<file path="src/rtl/sr_wr_pkg.sv">
// sr_wr_pkg: shared constants, FIFO entry type and address-width helper for sr_raster_writer
package sr_wr_pkg;
    localparam int PIX_W  = 8;
    localparam int WORD_W = 32;
    localparam int ADDR_W = 32;
    // Addresses are carried at full 32 bits inside the FIFO; the top truncates to AW.
    typedef struct packed {
        logic [ADDR_W-1:0] addr;
        logic [WORD_W-1:0] data;
    } sr_wr_entry_t;
    function automatic int sr_wr_aw(input int width, input int height);
        return (width * height > 1) ? $clog2(width * height) : 1;
    endfunction
endpackage

</file>
<file path="src/rtl/sr_wr_fifo.sv">
// sr_wr_fifo: synchronous show-ahead FIFO holding odd-row words
//   clk, rst (sync, active-low)
//   push/din  : write an entry; accepted when not full, or when full with a same-cycle pop
//   pop       : advance head when not empty
//   full/empty: registered-pointer status
//   dout      : head entry (show-ahead)
module sr_wr_fifo #(
    parameter int DEPTH = 4,
    parameter int W     = 8
) (
    input  logic         clk,
    input  logic         rst,
    input  logic         push,
    input  logic         pop,
    input  logic [W-1:0] din,
    output logic         full,
    output logic         empty,
    output logic [W-1:0] dout
);
    localparam int PW = $clog2(DEPTH);
    if (DEPTH < 2 || (DEPTH & (DEPTH - 1)) != 0) begin : g_bad_depth
        $error("sr_wr_fifo: DEPTH must be a power of two and at least 2");
    end
    logic [PW:0]  wp_q, wp_d, rp_q, rp_d;
    logic [W-1:0] mem_q [DEPTH];
    logic         do_push, do_pop;
    always_comb begin
        empty   = wp_q == rp_q;
        full    = (wp_q[PW] != rp_q[PW]) && (wp_q[PW-1:0] == rp_q[PW-1:0]);
        do_pop  = pop && !empty;
        do_push = push && (!full || do_pop);
        wp_d    = wp_q + (PW+1)'(do_push);
        rp_d    = rp_q + (PW+1)'(do_pop);
        dout    = mem_q[rp_q[PW-1:0]];
    end
    always_ff @(posedge clk) begin
        if (!rst) begin
            wp_q <= '0;
            rp_q <= '0;
        end else begin
            wp_q <= wp_d;
            rp_q <= rp_d;
        end
    end
    always_ff @(posedge clk) begin
        if (do_push) mem_q[wp_q[PW-1:0]] <= din;
    end
endmodule

</file>
<file path="src/rtl/sr_raster_writer.sv">
// sr_raster_writer: packs 2x2 upscaled blocks into 32-bit words of the 2W x 2H output frame
//   clk, rst (sync, active-low)
//   in_valid, in1..in4 : one 2x2 block per valid cycle (TL, TR, BL, BR)
//   wr_en, wr_addr, wr_data : registered word write port, leftmost pixel in [7:0]
//   frame_done : pulse with the write of address WIDTH*HEIGHT-1
//   ovf        : sticky, an odd-row word was dropped on a full FIFO
//   SR_WR_CLAMP_EN : when defined, negative pixels are clamped to 0 at capture
module sr_raster_writer
    import sr_wr_pkg::*;
#(
    parameter int WIDTH      = 114,
    parameter int HEIGHT     = 172,
    parameter int FIFO_DEPTH = 4,
    parameter int AW         = sr_wr_aw(WIDTH, HEIGHT)
) (
    input  logic              clk,
    input  logic              rst,
    input  logic              in_valid,
    input  logic [PIX_W-1:0]  in1,
    input  logic [PIX_W-1:0]  in2,
    input  logic [PIX_W-1:0]  in3,
    input  logic [PIX_W-1:0]  in4,
    output logic              wr_en,
    output logic [AW-1:0]     wr_addr,
    output logic [WORD_W-1:0] wr_data,
    output logic              frame_done,
    output logic              ovf
);
    localparam int XW  = WIDTH > 1 ? $clog2(WIDTH) : 1;
    localparam int YW  = HEIGHT > 1 ? $clog2(HEIGHT) : 1;
    localparam int WPR = WIDTH / 2;
    if (WIDTH % 2 != 0) begin : g_bad_width
        $error("sr_raster_writer: WIDTH must be even");
    end
    function automatic logic [PIX_W-1:0] clamp(input logic [PIX_W-1:0] p);
`ifdef SR_WR_CLAMP_EN
        return p[PIX_W-1] ? '0 : p;
`else
        return p;
`endif
    endfunction
    logic [XW-1:0]        x_q, x_d;
    logic [YW-1:0]        y_q, y_d;
    logic [4*PIX_W-1:0]   h_q, h_d;
    logic                 wr_en_q, wr_en_d, frame_done_q, frame_done_d, ovf_q, ovf_d;
    logic [AW-1:0]        wr_addr_q, wr_addr_d;
    logic [WORD_W-1:0]    wr_data_q, wr_data_d;
    logic [4*PIX_W-1:0]   c;
    logic                 top_v, pop, full, empty;
    logic [ADDR_W-1:0]    row_base, k, out_addr;
    sr_wr_entry_t         push_e, head;
    sr_wr_fifo #(.DEPTH(FIFO_DEPTH), .W($bits(sr_wr_entry_t))) u_fifo (
        .clk   (clk),
        .rst   (rst),
        .push  (top_v),
        .pop   (pop),
        .din   (push_e),
        .full  (full),
        .empty (empty),
        .dout  (head)
    );
    always_comb begin
        c        = {clamp(in4), clamp(in3), clamp(in2), clamp(in1)};
        top_v    = in_valid && x_q[0];
        row_base = ADDR_W'(y_q) * ADDR_W'(WIDTH);
        k        = ADDR_W'(x_q >> 1);
        push_e   = '{addr: row_base + ADDR_W'(WPR) + k, data: {c[31:16], h_q[31:16]}};
        // FIFO pops only into slots the direct top word leaves free
        pop      = !top_v && !empty;
        out_addr = top_v ? row_base + k : head.addr;
        wr_en_d  = top_v || !empty;
        wr_data_d = !wr_en_d ? wr_data_q : top_v ? {c[15:0], h_q[15:0]} : head.data;
        wr_addr_d = wr_en_d ? AW'(out_addr) : wr_addr_q;
        frame_done_d = wr_en_d && out_addr == ADDR_W'(WIDTH * HEIGHT - 1);
        ovf_d    = ovf_q || (top_v && full && !pop);
        h_d      = (in_valid && !x_q[0]) ? c : h_q;
        x_d      = !in_valid ? x_q : (x_q == XW'(WIDTH - 1)) ? '0 : x_q + 1'b1;
        y_d      = !(in_valid && x_q == XW'(WIDTH - 1)) ? y_q :
                   (y_q == YW'(HEIGHT - 1)) ? '0 : y_q + 1'b1;
    end
    always_ff @(posedge clk) begin
        if (!rst) begin
            x_q          <= '0;
            y_q          <= '0;
            h_q          <= '0;
            wr_en_q      <= 1'b0;
            wr_addr_q    <= '0;
            wr_data_q    <= '0;
            frame_done_q <= 1'b0;
            ovf_q        <= 1'b0;
        end else begin
            x_q          <= x_d;
            y_q          <= y_d;
            h_q          <= h_d;
            wr_en_q      <= wr_en_d;
            wr_addr_q    <= wr_addr_d;
            wr_data_q    <= wr_data_d;
            frame_done_q <= frame_done_d;
            ovf_q        <= ovf_d;
        end
    end
    assign wr_en      = wr_en_q;
    assign wr_addr    = wr_addr_q;
    assign wr_data    = wr_data_q;
    assign frame_done = frame_done_q;
    assign ovf        = ovf_q;
endmodule

</file>
<file path="config.mk">
export PLATFORM = sky130hd
export DESIGN_NAME = sr_raster_writer
export DESIGN_NICKNAME = d
export VERILOG_FILES = /design/src/rtl/sr_wr_pkg.sv /design/src/rtl/sr_wr_fifo.sv /design/src/rtl/sr_raster_writer.sv
export SDC_FILE = /design/constraint.sdc
export NUM_CORES = 1
export LEC_CHECK = 0
export BUFFER_PORTS_ARGS = -buffer_cell sky130_fd_sc_hd__buf_2
export CAP_MARGIN = 20
export CORE_MARGIN = 2
export CORE_UTILIZATION = 45
export DETAILED_ROUTE_END_ITERATION = 16
export PLACE_DENSITY = 0.71
export SYNTH_ARGS = -nofsm -noshare
export SYNTH_HDL_FRONTEND = slang
export SYNTH_HIERARCHICAL = 1
export SYNTH_SLANG_ARGS = --single-unit
</file>
<file path="constraint.sdc">
create_clock -name clk -period 10.86 [get_ports clk]
set_input_delay 2.172 -clock clk [delete_from_list [all_inputs] [get_ports clk]]
set_output_delay 2.172 -clock clk [all_outputs]
set_load 0.03 [all_outputs]
</file>
==> results by group, run 1 <==
Timing
  • Fin. Hold Viols: 0
  • Min Tclk post-route: 4.55 ns
  • Setup TNS Final: 0 ns
  • RSZ-0062 raised after global routing: no
  • Layout Skew: roughly 0.013 ns
  • Final Setup Violations: 0
  • Worst Tran Pin Value: 0.989 ns
  • Final Max Slew Viols: 0
  • Hold Slack: 0.470 ns
  • Maximum clock rate: 220 MHz
  • Slew Limit Headroom: 0.341
  • Setup ws final: about 6.3 ns
  • Tcrit/Tclk final: 0.419

Global routing
  • Congestion Overflow GR: 0
  • Largest net degree at the start of global routing: 73
  • Vias in the first global route: 8694
  • First-pass GRT wire length: between 40000 and 50000 µm
  • All-Layer GR Usage: 0.172
  • Initial antenna violation count: 0

Placed design
  • RePlAce Congestion: 0.819
  • Dpl hpwl: 18700 µm
  • Buffers on Ports: 84
  • Pre-CTS setup slack: roughly 6.2 ns

Yosys
  • Synth Cell Area: 15500 µm²
  • Synth Warn #: 6
  • Post-synthesis cell type count: 54
  • Number of flops mapped to enable cells by yosys: between 200 and 300
  • Yosys reg bits: 359
  • Synth Flop Type: edfxtp_1
  • Post-synthesis sequential area ratio: 0.630
  • Gate Count Post-Synth: 1012
  • Asr flop ratio synth: 0
  • Post-Syn Area per Cell: 15.3 µm²

Critical path
  • Worst setup path end: u_fifo/mem_q[2][47]
  • Critical Path Sink Type: flop
  • Crit path from: y_q[3]
  • Arr. time, crit path: 4.76 ns
  • Crit path kind: flop to flop
  • CP max FO: 6
  • Critical Path RT: 11.07 ns
  • Reg2reg end: u_fifo/mem_q[2][47]
  • Startpoint types: flop
  • RR Startpoint: y_q[3]
  • R2R depth: 11
  • Worst R2R Setup Slack: about 6.3 ns

Final layout
  • Post-layout util: 0.526
  • Multi-input gate area: 5540 µm²
  • FF/Latch Area: 9750 µm²
  • Fraction of layout cells with a size suffix above 1: 0.193
  • Most frequent cells in the layout: edfxtp_1 (256), nand2_1 (124), dfxtp_1 (101), buf_2 (84), conb_1 (64)
  • Fill cells: 2759
  • Synthesis-to-finish area growth: 14.6%
  • Nets@finish: 1262
  • Ant diodes: 0
  • Commonest non-fill, non-tap cell in the layout: edfxtp_1

CTS
  • Clk sink count: 359
  • Setup Buffers After CTS: 0
  • Clock Tree Root: clkbuf_16
  • CTS Buf Count: 37
  • Hold_buf cts: 0
  • Worst-Skew Late Latency: 0.53 ns
  • TritonCTS clock tree: built
  • Clock tree buffer depth: 3
  • # resized after CTS: 0
  • CTS clk-pin slew, worst paths: 0.06 ns
  • H-tree levels: 2

Status
  • Status: finished, final reports clean

Floorplan
  • FP Rows: 67
  • Die W: 189 µm
  • Initial core utilization: 0.459
  • Boundary pin count: 85
  • Core area: 33700 µm²
  • Die Ht: 189 µm
  • Die Area: 35900 µm²

Detailed routing
  • Post-DR wirelength/cell: 18.4 µm
  • DRC: 0
  • Initial DRC count: 579
  • Overall routed net length: roughly 30000 µm
  • Vias: 8459
  • Vias per inst: about 5.2
  • Final ANT Viol Nets: 0
  • Router iterations before antenna repair: 8

Pwr
  • Leak: approximately 7.3 nW
  • Maximum vdd drop: 0.000113 V
  • PD cells: ~170 nW/µm²

Hold path
  • Min-delay worst type: flop to flop

Flow run
  • Max-cap violations: 0
## worst max-delay path, stage by stage (launching register included)
cell and delay (ns):
dfxtp_1 0.45, inv_1 0.17, fa_1 0.55, inv_1 0.05, fa_1 0.45, ha_1 0.35, fa_1 0.48, a31o_2 0.28
a311oi_2 0.32, xnor2_1 0.31, nand3_1 0.20, nor4_1 0.64
## worst min path at each step
stage,start,endpoint,slack (ns),depth (start not counted)
2_1_floorplan,h_q[0],h_q[0],0.44,2
3_3_place_gp,h_q[15],h_q[15],0.45,2
3_5_place_dp,h_q[10],h_q[10],0.46,2
4_1_cts,h_q[15],h_q[15],0.48,2
5_1_grt,wr_addr[7],wr_addr[7],0.49,2
6_report,h_q[10],h_q[10],0.47,2
## kinds of logic after synthesis
group	synth area share
multiplexers	0.122
flip-flops	0.630
AO/OA/AOI/OAI	0.0630
buffers and inverters	0.0290
XOR/XNOR	0.0278
other	0.000243
AND/OR/NAND/NOR	0.0663
adder cells (fa/ha/maj)	0.0610
## cells in the mapped netlist, types with 26 or more instances
cell type | count | area, µm²
nand2_1 | 125 | 469
o211a_1 | 41 | 410
xnor2_1 | 26 | 228
inv_1 | 36 | 135
clkbuf_1 | 32 | 120
mux2i_1 | 41 | 410
edfxtp_1 | 256 | 7690
nor2_1 | 32 | 120
dfxtp_1 | 103 | 2060
mux4_2 | 60 | 1350
ha_1 | 53 | 663
a21boi_0 | 33 | 248
## layer usage
metal	up-vias	GRT usage	routed length (µm)
met4	0	0.0414	478
li1	4022	-	-
met1	4199	0.231	13200
met5	-	0	0
met2	205	0.295	14800
met3	33	0.0278	1530
## per-stage QoR
step | area, µm² | instances | power (mW)
2_1_floorplan | 15700 | 1075 | 1.68
3_3_place_gp | 16500 | 1569 | 1.74
3_5_place_dp | 16500 | 1569 | 1.74
4_1_cts | 17700 | 1637 | 3.00
5_1_grt | 17700 | 1637 | 3.08
6_report | 17700 | 1637 | 2.97
## final cells by class
cell class,instances,area share
well taps,448,0.0316
clock inverters,18,0.0110
repair buffers,96,0.0288
clock buffers,50,0.0579
inverters,37,0.00784
multi-input cells,629,0.313
flip-flops and latches,359,0.550
## flip-flops by register name, summed over array words and instances (netlist names)
| signal | cells |
|---|---|
| frame_done | 1 |
| h_q | 32 |
| ovf | 1 |
| u_fifo/mem_q | 256 |
| u_fifo/rp_q | 3 |
| u_fifo/wp_q | 3 |
| wr_addr | 15 |
| wr_data | 32 |
| wr_en | 1 |
| x_q | 7 |
| y_q | 8 |
## power by group
| group | internal, mW | switching, mW | leakage [nW] | total [mW] |
|---|---|---|---|---|
| Sequential | 1.50 | 0.0219 | 3.15 | 1.52 |
| Combinational | 0.0701 | 0.121 | 3.52 | 0.191 |
| Clock | 0.742 | 0.513 | 0.596 | 1.26 |
Note: power is estimated with default switching activity, not from simulation.
==> run 2, diff against run 1 <==
==> constraint.sdc (replaced) <==
create_clock -name clk -period 4.7 [get_ports clk]
set_input_delay 0.94 -clock clk [delete_from_list [all_inputs] [get_ports clk]]
set_output_delay 0.94 -clock clk [all_outputs]
set_load 0.03 [all_outputs]
==> run 2 against run 1 <==
Design area up 0.41%. First-iteration DRC count down 17%. Core utilization up 0.22 points. Power up 130%. Combinational power up 140%. Fmax up 3.4%. Sequential share of layout area down 0.22 points. Clock power up 120%. Setup slack worse by 6.0 ns. Register-to-register slack worse by 6.0 ns. Largest cell class unchanged.
==> results by group, run 2 (synthesized netlist as in run 1, its figures left out) <==
Global routing
  • Largest net degree at the start of global routing: 70
  • First-pass GRT wire length: between 40000 and 50000 µm
  • All-Layer GR Usage: 0.175
  • Vias in the first global route: 9149
  • Congestion Overflow GR: 0
  • Initial antenna violation count: 0

Placed design
  • Area after DPL: between 15000 and 20000 µm²
  • Dpl cells: 1582
  • RePlAce Congestion: 0.802
  • Buffers on Ports: between 80 and 90
  • Dpl hpwl: 20000 µm

Hold path
  • Hold path startpoint: h_q[1]
  • Min-delay worst type: flop to flop

Detailed routing
  • Met2 Wirelength: 15800 µm
  • Vias: 8598
  • Router iterations before antenna repair: 4
  • Post-DR wirelength/cell: approximately 19 µm
  • Final ANT Viol Nets: 0
  • Overall routed net length: around 31000 µm
  • Wire length on met1: 13200 µm
  • Initial DRC count: 482
  • Met3 routed WL: 1400 µm
  • DRC: 0
  • Vias per inst: around 5.2
  • Top Layer Used: met4

Critical path
  • Critical Path RT: 4.94 ns
  • RR Startpoint: y_q[3]
  • Critical Path Sink Type: flop
  • Crit path kind: flop to flop
  • Arr. time, crit path: between 4 and 5 ns
  • Crit path from: y_q[3]
  • Startpoint types: flop
  • CP max FO: 6

Final layout
  • Nets@finish: 1275
  • Fraction of layout cells with a size suffix above 1: 0.199
  • Max reg flops: 256
  • Final std cells w/o fill: approximately 1600
  • Fill cells: 2773
  • Commonest non-fill, non-tap cell in the layout: edfxtp_1
  • Design Area, Final: approximately 18000 µm²
  • Synthesis-to-finish area growth: 15.1%
  • Ant diodes: 0
  • Most frequent cells in the layout: edfxtp_1 (256), nand2_1 (124), dfxtp_1 (101), buf_2 (84), conb_1 (64)

Pwr
  • Internal power: 5.24 mW
  • Psw: approximately 1.5 mW
  • Clk network pwr share: 0.412
  • PD cells: 379 nW/µm²
  • Logic gate share of total power: 0.067
  • Overall power: 6.75 mW
  • Maximum vdd drop: 0.000262 V
  • Sw Share: 0.224
  • Leak: 7.30 nW
  • Register share of total power: 0.521

Floorplan
  • Core area: 33700 µm²
  • Die Area: 35900 µm²
  • Die Ht: 189 µm
  • FP Rows: 67
  • Initial core utilization: 0.459
  • Boundary pin count: 85
  • Die W: 189 µm

Status
  • Status: finished, final reports clean

Flow run
  • Max-cap violations: 0

CTS
  • CTS clk-pin slew, worst paths: ~0.06 ns
  • Worst-Skew Late Latency: roughly 0.52 ns
  • Setup Buffers After CTS: 0
  • TritonCTS clock tree: built
  • Hold_buf cts: 0
  • H-tree levels: 2
  • CTS Buf Count: 37
  • Clock Tree Root: clkbuf_16
  • Clock tree buffer depth: 3
  • Clk sink count: 359
  • # resized after CTS: 0

Timing
  • Tcrit/Tclk final: 0.936
  • RSZ-0062 raised after global routing: no
  • Layout Skew: approximately 0.012 ns
  • Slew Limit Headroom: 0.395
  • Min Tclk post-route: 4.40 ns
  • Worst Tran Pin Value: 0.905 ns
  • Maximum clock rate: 227 MHz
  • Final Max Slew Viols: 0
  • Hold Slack: between 0.4 and 0.5 ns
  • Fin. Hold Viols: 0
  • Final Setup Violations: 0
  • Setup TNS Final: 0 ns
[run 2: area by class of cell]
type	count	area, µm²	share of cell area
multi-input cells	629	5570	0.313
clock buffers	53	1040	0.0583
flip-flops and latches	359	9750	0.548
inverters	37	139	0.00780
well taps	448	561	0.0315
clock inverters	14	120	0.00675
repair buffers	109	621	0.0349
[run 2: layer usage]
layer	vias to the layer above	global-route usage
met1	4310	0.220
met4	0	0.0513
li1	4054	-
met3	49	0.0276
met5	-	0
met2	185	0.313
[run 2: final timing paths]
path / cells past startpoint / endpoint / slack, ns
worst max-delay path: 11 / u_fifo/mem_q[0][47] / 0.30
worst max register to register: 11 / u_fifo/mem_q[0][47] / 0.30
worst min-delay path: 2 / h_q[1] / 0.47
worst min register to register: 2 / h_q[1] / 0.47
[run 2: power groups by stage]
stage	logic (mW)	clock network, mW	registers, mW
after floorplan	0.239	0	3.65
after global placement	0.444	0	3.58
after detailed placement	0.452	0	3.59
after CTS	0.455	2.84	3.52
after global routing	0.493	2.96	3.53
final	0.451	2.78	3.52
[run 2: critical path: stages (launching register included)]
cell      delay (ns)
dfxtp_1         0.48
inv_1           0.18
fa_1            0.55
inv_1           0.05
fa_1            0.46
ha_1            0.36
fa_1            0.47
a31o_2          0.28
a311oi_2        0.37
a21oi_1         0.21
xnor2_4         0.19
nor4_1          0.52
[run 2: through the flow]
stage,utilization,worst slack (ns)
global route,0.528,0.0567
floorplan,-,0.698
CTS,0.528,0.304
detailed placement,0.494,0.314
global placement,0.494,0.469
finish,0.528,0.302
==> run 3, diff against run 2 <==
--- a/config.mk
+++ b/config.mk
@@ -10,7 +10,9 @@
 export CORE_MARGIN = 2
 export CORE_UTILIZATION = 45
 export DETAILED_ROUTE_END_ITERATION = 16
-export PLACE_DENSITY = 0.71
+export PLACE_DENSITY = 0.69
+export SKIP_LAST_GASP = 1
+export SLEW_MARGIN = 20
 export SYNTH_ARGS = -nofsm -noshare
 export SYNTH_HDL_FRONTEND = slang
 export SYNTH_HIERARCHICAL = 1
==> run 3 against run 2 <==
Core utilization rose by 0.45 points. First-iteration DRC count rose by 13%. Fmax down 0.15%. Sequential share of layout area decreased by 0.46 points. Via count shrank 0.41%. Global-route usage rose by 0.19 points. Critical path type unchanged. Largest cell class unchanged.
==> results by group, run 3 (synthesized netlist as in run 1, its figures left out) <==
Pwr
  • Overall power: around 7 mW
  • PD cells: 392 nW/µm²
  • Maximum vdd drop: 0.000272 V
  • Leak: ~7.4 nW

Critical path
  • Arr. time, crit path: 4.64 ns
  • Cells along the critical path: inv_1 > fa_1 > inv_1 > fa_1 > ha_1 > fa_1 > a31o_2 > a311oi_2 > xnor2_1 > nand3_1 > nor4_1
  • CP max FO: 6
  • Slowest stage delay, CP: between 0.5 and 0.6 ns
  • Startpoint types: flop
  • Crit path kind: flop to flop
  • Most used cell, CP: fa_1
  • Critical Path Sink Type: flop
  • Cell at the slowest stage of the critical path: fa_1
  • Critical Path RT: 4.94 ns

Final layout
  • Most frequent cells in the layout: edfxtp_1 (256), nand2_1 (124), dfxtp_1 (101), buf_2 (84), conb_1 (64)
  • Final std cells w/o fill: 1645
  • Nets@finish: between 1000 and 1500
  • Synthesis-to-finish area growth: 16.1%
  • Ant diodes: 0
  • Post-layout util: 0.533
  • Max reg flops: 256
  • Commonest non-fill, non-tap cell in the layout: edfxtp_1
  • Fill cells: 2758
  • Fraction of layout cells with a size suffix above 1: 0.206

Floorplan
  • Die Area: 35900 µm²
  • Die Ht: 189 µm
  • Core area: 33700 µm²
  • Boundary pin count: 85
  • FP Rows: 67
  • Die W: 189 µm
  • Initial core utilization: 0.459

Detailed routing
  • Router iterations before antenna repair: 4
  • Met2 Wirelength: about 16000 µm
  • Vias per inst: 5.21
  • Met3 routed WL: 1400 µm
  • Post-DR wirelength/cell: 18.9 µm
  • Wire length on met1: 13500 µm
  • Vias: 8563
  • Top Layer Used: met4
  • Final ANT Viol Nets: 0
  • DRC: 0
  • Initial DRC count: roughly 550
  • Overall routed net length: 31100 µm

CTS
  • Hold_buf cts: 0
  • Clk sink count: 359
  • CTS clk-pin slew, worst paths: 0.06 ns
  • H-tree levels: 2
  • # resized after CTS: 0
  • Setup Buffers After CTS: 0
  • TritonCTS clock tree: built
  • Clock Tree Root: clkbuf_16
  • Clock tree buffer depth: 3
  • Worst-Skew Late Latency: 0.53 ns
  • CTS Buf Count: 37

Global routing
  • Largest net degree at the start of global routing: 72
  • First-pass GRT wire length: 49400 µm
  • Congestion Overflow GR: 0
  • Vias in the first global route: between 8000 and 9000
  • All-Layer GR Usage: 0.177
  • Initial antenna violation count: 0

Timing
  • Fin. Hold Viols: 0
  • Slew Limit Headroom: 0.319
  • Layout Skew: about 0.019 ns
  • Setup TNS Final: 0 ns
  • Min Tclk post-route: 4.40 ns
  • Maximum clock rate: 227 MHz
  • RSZ-0062 raised after global routing: no
  • Final Max Slew Viols: 0
  • Tcrit/Tclk final: 0.937
  • Worst Tran Pin Value: between 1 and 1.5 ns
  • Final Setup Violations: 0

Placed design
  • RePlAce Congestion: 0.788
  • Buffers on Ports: 84
  • Dpl hpwl: 19400 µm
  • Dpl cells: 1577

Flow run
  • Max-cap violations: 0

Hold path
  • Min-delay worst type: flop to flop

Status
  • Status: finished, final reports clean
## run 3: cell types whose count changed in the layout (fill, tap and decap cells not counted)
cell        delta
buf_12         +2
buf_8          +1
inv_6          -1
clkinv_2       +7
clkbuf_1       -7
clkinvlp_4     -1
buf_6          +1
clkbuf_16      +3
clkinv_1       -5
clkbuf_8       +1
xnor2_2        -1
xnor2_1        +1
bufinv_16      +3
buf_4          -8
## run 3: area by class of cell
cell class,count,area (µm²),share of cell area
timing repair buffer,105,627,0.0349
tap,448,561,0.0312
inverter,37,139,0.00774
sequential,359,9750,0.543
multi-input combinational,629,5560,0.310
clock buffer,50,1100,0.0613
clock inverter,17,210,0.0117
## run 3: stage by stage
stage	cell area [µm²]	hold WS (ns)	setup WS, ns
global route	17900	0.493	0.0259
global placement	16600	0.452	0.481
finish	17900	0.464	0.296
detailed placement	16600	0.458	0.366
floorplan	15700	0.444	0.698
CTS	17900	0.468	0.336
## run 3: power by group
group          total (mW)  internal (mW)  switching, mW
Clock                3.07           1.88           1.19
Combinational       0.451          0.166          0.285
Sequential           3.52           3.47         0.0503
Total                7.04           5.51           1.53
## run 3: final timing paths
check	start	end	slack, ns	depth (start not counted)
max	y_q[3]	u_fifo/mem_q[3][47]	0.30	11
max reg2reg	y_q[3]	u_fifo/mem_q[3][47]	0.30	11
min	h_q[9]	h_q[9]	0.46	2
min reg2reg	h_q[9]	h_q[9]	0.46	2
## run 3: critical path: cells and delay by family, from the launching register on
family                     cells  cell delay (ns)
DFF                            1             0.47
buffers and inverters          2             0.23
adders and majority gates      4             1.83
xor gates and xnor gates       1             0.32
AOI/OAI and AO/OA              2             0.61
and+or+nand+nor                2             0.68
## run 3: metal layers
layer | global-route usage | vias up
li1 | - | 4037
met1 | 0.231 | 4307
met2 | 0.309 | 180
met3 | 0.0311 | 39
met4 | 0.0426 | 0
met5 | 0 | -
